[src/rtl/op_tracker.sv]
// op_tracker: per-opcode event counters sitting downstream of the capture
// controller. Four saturating-at-LIMIT counters, a running total of accepted
// increments, a saturating round (clear) counter and a sticky protocol-error
// flag. `full` is fed straight back to the controller with zero latency.
//
// Ports:
//   clock    in   rising-edge clock
//   rst_n    in   asynchronous active-low reset
//   en       in   [3:0] one-hot increment request, en[i] -> counter i
//   clear    in   synchronous clear of counters, total and err (beats en)
//   rd_sel   in   [1:0] counter shown on rd_data
//   full     out  any counter equals LIMIT (combinational from registers)
//   rd_data  out  [WIDTH-1:0] selected counter value
//   total    out  [WIDTH+1:0] accepted increments since last clear
//   leader   out  [1:0] argmax of counters, lowest index wins ties
//   rounds   out  [RWIDTH-1:0] clear strobes since reset, saturating
//   err      out  sticky: en had two or more bits high
module op_tracker #(
    parameter int WIDTH  = 8,
    parameter int LIMIT  = 255,
    parameter int RWIDTH = 8
) (
    input  logic              clock,
    input  logic              rst_n,
    input  logic [3:0]        en,
    input  logic              clear,
    input  logic [1:0]        rd_sel,
    output logic              full,
    output logic [WIDTH-1:0]  rd_data,
    output logic [WIDTH+1:0]  total,
    output logic [1:0]        leader,
    output logic [RWIDTH-1:0] rounds,
    output logic              err
);

    localparam logic [WIDTH-1:0] LIM = WIDTH'(LIMIT);

    function automatic logic [2:0] popcount4(input logic [3:0] v);
        return 3'(v[0]) + 3'(v[1]) + 3'(v[2]) + 3'(v[3]);
    endfunction

    logic [WIDTH-1:0]  cnt_q [4];
    logic [WIDTH-1:0]  cnt_d [4];
    logic [WIDTH+1:0]  total_q, total_d;
    logic [RWIDTH-1:0] rounds_q, rounds_d;
    logic              err_q, err_d;
    logic              full_w;
    logic [3:0]        inc;
    logic [1:0]        lead_w;

    // full is decoded from the registered counts so the controller sees it
    // in the same cycle the limit is reached.
    always_comb begin
        full_w = 1'b0;
        for (int i = 0; i < 4; i++) begin
            if (cnt_q[i] == LIM) full_w = 1'b1;
        end
    end

    // Once any counter is full every increment is dropped, which also keeps
    // each counter from ever passing LIMIT.
    always_comb begin
        inc      = en & {4{~full_w & ~clear}};
        total_d  = clear ? '0 : total_q + (WIDTH+2)'(popcount4(inc));
        err_d    = clear ? 1'b0 : (err_q | (popcount4(en) > 3'd1));
        rounds_d = (clear && (rounds_q != '1)) ? rounds_q + 1'b1 : rounds_q;
        for (int i = 0; i < 4; i++) begin
            cnt_d[i] = clear ? '0 : cnt_q[i] + WIDTH'(inc[i]);
        end
    end

    always_ff @(posedge clock or negedge rst_n) begin
        if (!rst_n) begin
            for (int i = 0; i < 4; i++) cnt_q[i] <= '0;
            total_q  <= '0;
            rounds_q <= '0;
            err_q    <= 1'b0;
        end else begin
            for (int i = 0; i < 4; i++) cnt_q[i] <= cnt_d[i];
            total_q  <= total_d;
            rounds_q <= rounds_d;
            err_q    <= err_d;
        end
    end

    // Strictly-greater scan from index 0 so ties keep the lowest index.
    always_comb begin
        lead_w = 2'd0;
        for (int i = 1; i < 4; i++) begin
            if (cnt_q[i] > cnt_q[lead_w]) lead_w = 2'(i);
        end
    end

    assign full    = full_w;
    assign rd_data = cnt_q[rd_sel];
    assign total   = total_q;
    assign leader  = lead_w;
    assign rounds  = rounds_q;
    assign err     = err_q;

endmodule

[config.mk]
export PLATFORM = sky130hd
export DESIGN_NAME = op_tracker
export DESIGN_NICKNAME = d
export VERILOG_FILES = /design/src/rtl/op_tracker.sv
export SDC_FILE = /design/constraint.sdc
export NUM_CORES = 1
export LEC_CHECK = 0
export ABC_CLOCK_PERIOD_IN_PS = 6000
export CELL_PAD_IN_SITES_DETAIL_PLACEMENT = 0
export CELL_PAD_IN_SITES_GLOBAL_PLACEMENT = 1
export CORE_UTILIZATION = 45
export CTS_CLUSTER_DIAMETER = 200
export DETAILED_ROUTE_END_ITERATION = 7
export GPL_TIMING_DRIVEN = 0
export PLACE_DENSITY = 0.86
export SKIP_CTS_REPAIR_TIMING = 1
export SYNTH_ARGS = -nofsm -noshare
export SYNTH_HDL_FRONTEND = slang
export SYNTH_SLANG_ARGS = --single-unit
[constraint.sdc]
create_clock -name clock -period 6 [get_ports clock]
set_clock_uncertainty 0.15 [all_clocks]
set_input_delay 1.2 -clock clock [delete_from_list [all_inputs] [get_ports clock]]
set_output_delay 1.2 -clock clock [all_outputs]
set_load 0.1 [all_outputs]
Word-level counts from Yosys, hierarchy flattened --
Cells that the tools add are included.
Word-level totals: bits of input ports 9, register bits 51, output and inout bits 30, logic and storage cells 62
Operators by class: equality and inequality tests 5, reduce and logical (&&, ||, !) cells 1, $lt $le $gt $ge 7, add/subtract/negate cells 12, muxes and demuxes 22, bitwise logic cells 8
Operators with widths (count):
- $mux 8 | 10
- $bmux 8 s2 | 3
- $add 8x1->8 | 4
- $eq 8x8->1 const B | 4
- $gt 8x8->1 | 3
- $add 10x3->10 | 1
- $mux 10 | 1
- $ge 3x3->1 const B | 3
- $not 2->3 | 3
- $add 8x1->8 const B | 1
- $ne 8x8->1 const B | 1
- $add 2x1->3 | 2
- $add 3x1->3 | 2
- $mux 1 | 6
- $add 1x1->2 | 2
- $and 4x4->4 | 1
- $mux 2 | 2
- $gt 3x1->1 const B | 1
- $not 1->1 | 2
- $and 1x1->1 | 1
- $logic_and 1x1->1 | 1
- $or 1x1->1 | 1

Logic depth before layout (Yosys ltp) --
Gate-level depths: netlist (run 1).
depth after elaboration 14, mapped depth 22, depth with buffers taken out 19

Worst setup path after synthesis (run 1) --
Ideal clock, no wire load.
kind reg-to-output, from register cnt_q[17] in the netlist's numbering, to output leader[0], slack -0.065 ns, buffers on the path 3, stages on the path, launching flop included 22, arrival time 4.715 ns, cells stage by stage dfrtp_1 ha_1 nor2b_1 o211a_1 buf_2 o211ai_2 nand3_1 and3_1 ha_1 nor2b_1 o211ai_1 o2111a_1 buf_4 or2_1 buf_6 a41o_1 ha_1 nor2b_1 o21a_1 o21ai_0 a211o_1 o211ai_1
Between the ends: longest elaborated chain between the ends 14
RTL lines:
- from (decl) | line 42 | logic [WIDTH-1:0] cnt_q [4];
- $gt 8x8->1 | line 90 | if (cnt_q[i] > cnt_q[lead_w]) lead_w = 2'(i);
- $mux 1 | line 90
- $not 2->3 (implied by the code) | line 90
- $bmux 8 s2 | line 90
- $mux 8 (implied by the code) (2 in a row) | line 90
- $gt 8x8->1 | line 90
- $mux 2 | line 90
- $not 2->3 (implied by the code) | line 90
- $bmux 8 s2 | line 90
- $mux 8 (implied by the code) (2 in a row) | line 90
- $gt 8x8->1 | line 90
- $mux 2 (*) | line 90
- to (decl) | line 31 | output logic [1:0] leader,
Mark *: on every way between the ends. The rest lies on a longest branch, timed or not. The select of a mux whose other input is x is not followed.

Worst setup path after layout (run 1) --
from register cnt_q[25] in the netlist's numbering, to output leader[0]
Same word-level chain as after synthesis.

==> results of run 1 <==
## worst paths after layout
kind | from | end | slack [ps]
max in group asynchronous | rst_n | cnt_q[23] | 4550
worst min register to register | rounds[7] | rounds[7] | 350
min in group asynchronous | rst_n | total[7] | 630
worst min-delay path | rounds[7] | rounds[7] | 350
worst max register to register | cnt_q[12] | total[6] | 2220
worst max-delay path | cnt_q[25] | leader[0] | -230
## cell usage in the layout (no fill, tap or decap), types with 3 or more instances in the layout
| cell type | synthesis | layout |
|---|---|---|
| a41o_1 | 7 | 7 |
| fa_1 | 4 | 4 |
| dfrtp_2 | 0 | 10 |
| clkbuf_8 | 0 | 6 |
| nand4_1 | 15 | 15 |
| nor2b_1 | 15 | 13 |
| nand2_1 | 16 | 15 |
| ha_1 | 34 | 31 |
| nor3_1 | 9 | 9 |
| dfrtp_1 | 51 | 41 |
| nand3_1 | 31 | 28 |
| xnor2_1 | 14 | 14 |
| inv_1 | 22 | 21 |
| mux4_2 | 7 | 7 |
| and4_1 | 3 | 3 |
| buf_4 | 1 | 14 |
| and3_1 | 13 | 12 |
| nand3_2 | 0 | 3 |
| a21o_1 | 3 | 3 |
| ha_4 | 0 | 3 |
| clkdlybuf4s50_1 | 0 | 33 |
| a21oi_1 | 12 | 12 |
| o211ai_1 | 3 | 3 |
| xor2_1 | 15 | 15 |
| clkbuf_1 | 5 | 5 |
| or3_1 | 8 | 8 |
| nor2_1 | 31 | 31 |
| buf_2 | 6 | 4 |
| buf_6 | 4 | 8 |
| o2111ai_1 | 7 | 7 |
| o21ai_0 | 11 | 9 |
## Yosys cell counts (4+ instances only)
master / instances
a21oi_1: 12
a41o_1: 7
and3_1: 13
buf_2: 6
buf_6: 4
clkbuf_1: 5
dfrtp_1: 51
fa_1: 4
ha_1: 34
inv_1: 22
mux4_2: 7
nand2_1: 16
nand3_1: 31
nand4_1: 15
nor2_1: 31
nor2b_1: 15
nor3_1: 9
o2111ai_1: 7
o21ai_0: 11
or3_1: 8
xnor2_1: 14
xor2_1: 15
## layout make-up
type / count / area share, %
clock inverters: 2 / 0.767
inverters: 23 / 1.89
plain buffers: 17 / 2.71
clock buffers: 6 / 1.81
repair buffers: 51 / 10.8
flip-flops and latches: 51 / 28.2
multi-input cells: 289 / 51.0
well taps: 102 / 2.80
## worst reg2reg max path, cell delays in order (launching register included)
cell     delay [ps]
dfrtp_1         480
nand4_1         210
nor2_1          100
or4_4           520
buf_6           150
nor3_4          150
inv_2            50
fa_1            420
inv_1            80
fa_1            190
inv_1            60
fa_1            380
nor2b_1         250
nand2_1         110
or2_2           280
a21oi_1         130
## metal layers
metal	vias up	routed length, µm	global-route usage (%)
met4	0	220	8.33
met3	17	424	3.12
met1	1529	4320	31.8
li1	1506	-	-
met2	98	4340	36.0
met5	-	0	0
## flip-flops by register name, summed over array words and instances, names as in the netlist
signal / flops
total: 10
rounds: 8
cnt_q: 32
err: 1
## cell families (layout without fill, tap and decap cells)
| group | Yosys count | after routing | share of synthesized area, % |
|---|---|---|---|
| simple gates | 156 | 156 | 23.1 |
| mux | 9 | 9 | 5.29 |
| compound gates | 57 | 57 | 11.1 |
| buf+inv | 41 | 99 | 5.29 |
| xor+xnor | 29 | 29 | 6.89 |
| flops | 51 | 51 | 34.6 |
| fa+ha+maj | 38 | 38 | 13.7 |
## power by group through the flow
stage / registers, mW / logic (mW) / clock network, mW
floorplan: 0.623 / 0.257 / 0
global placement: 0.425 / 0.589 / 0
detailed placement: 0.427 / 0.596 / 0
CTS: 0.420 / 0.600 / 0.259
global route: 0.426 / 0.682 / 0.275
finish: 0.419 / 0.649 / 0.256
==> run metrics, run 1 <==
status=complete, but fails checks; failing checks=negative setup slack; FF-to-FF path depth=15; yosys warns=0; DR vias=3150; critical path fanouts, max=8; max-cap viol count=0; HP Class=reg2reg; worst skew pair latency=310 ps; Critical Path Stages=22; port bufs=36; Setup TNS Final=-399 ps; Routed Antenna Nets=0; Post-Syn Instances=381; CP max stage cell=dfrtp_2; CP arrival=4880 ps; Site Rows=32; Sw Ratio=45.8%; buffers and inverters on the worst path=5; Switch Pwr=0.607 mW; Reg clk slew, reported paths=100 ps; # diodes=0; largest cells by area after synthesis=dfrtp_1 35%, ha_1 12%, mux4_2 4.3%, nand3_1 4.2%, xor2_1 3.6%; Ports=39; Int Power=0.718 mW; Fin. Hold Viols=0; Post-Place Cells=520; routed wire length=9300 µm; Max rail drop VDD=0.404 mV; Post-Syn Nets=428; Core Area=7810 µm²; hold path depth=1; clock power share=19.3%; crit path kind=reg2out; vias in the first global route=3068; GPL Wtd Cong=0.880; Layout area overhead=23.8%; CP max stage delay=460 ps; die span in y=92.5 µm; period utilization=104%; final slew viol count=0; CTS tree=done; pre-CTS setup slack=-946 ps; Yosys top cell by area=dfrtp_1; fin cells=541; first-pass GRT wire length=15100 µm; WHS=346 ps; Initial Util=47.2%; Filler Cell Count=689; remaining global-route overflow=0; Final nets=485; Remaining DRCs=0; Avg Inst Size Synth=9.68 µm²; Synth top area share=34.6%; CTS Buf Count=5; clock root cell=clkbuf_8; Pleak=1.95 nW; min Tclk post-route=6230 ps; ys async rst share=100%; worst-margin pin slew=972 ps; Core Util, Final=58.5%; unrepaired setup endpoints after global routing=true; Yosys reg bits=51; Crit. End Element=output pin; Wirelength per Cell=17.2 µm; DRT Pass-1 Iters=4; Flop pwr share=31.7%; design area=4570 µm²; drt initial violations=216; dpl cell area=4220 µm²; Post-Syn Area=3690 µm²; final setup margin=-233 ps; initial antenna violation count=0; Critical Path RT=4650 ps; Setup crit start kind=register; family with the most delay on the worst path=compound AO/OA/AOI/OAI gates; Cell Chain, Critical Path=inv_2, ha_4, nor2b_1, o211a_1, buf_6, o211ai_4, nand3_1, and3_1, ha_1, a211oi_2, o211ai_1, o21ai_4, or2_1, buf_6, buf_4, a41o_1, ha_1, nand4_1, nor2_1, a211o_1, o211ai_1, buf_6; largest net degree at the start of global routing=39; combinational power share=49.0%; layout cells sized above 1=18.5%; hpwl dp=6710 µm; clk sinks=51; P per Cell Area=290 nW/µm²; slew margin rel.=35.0%; Multi-input gate area=2330 µm²; Die Width=92.5 µm; Seq/Total Area, Yosys=34.6%; most numerous cell on the critical path=buf_6; Setup violations, final=2; Die ar.=8560 µm²; Synth cell types=54; Via-to-Cell Ratio=5.82; fmax=160 MHz; Most used DFF post-synth=dfrtp_1; CTS Buffer Depth=2; Reg area=1290 µm²; Post-synth EDFFs=0; H-Tree Depth=2; total track usage=22.8%; total power draw=1.32 mW
No activity file was read; power rests on OpenSTA's default activity.
==> run 2, diff against run 1 <==
HOLD_SLACK_MARGIN = 0.1   (was not set)
==> results of run 2 <==
The final DEF is identical to that of run 1; final timing and power are the same.
==> run 3, diff against run 2 <==
CTS_CLUSTER_DIAMETER = 100   (was 200)
==> results of run 3 <==
The final DEF is identical to that of run 1; final timing and power are the same.
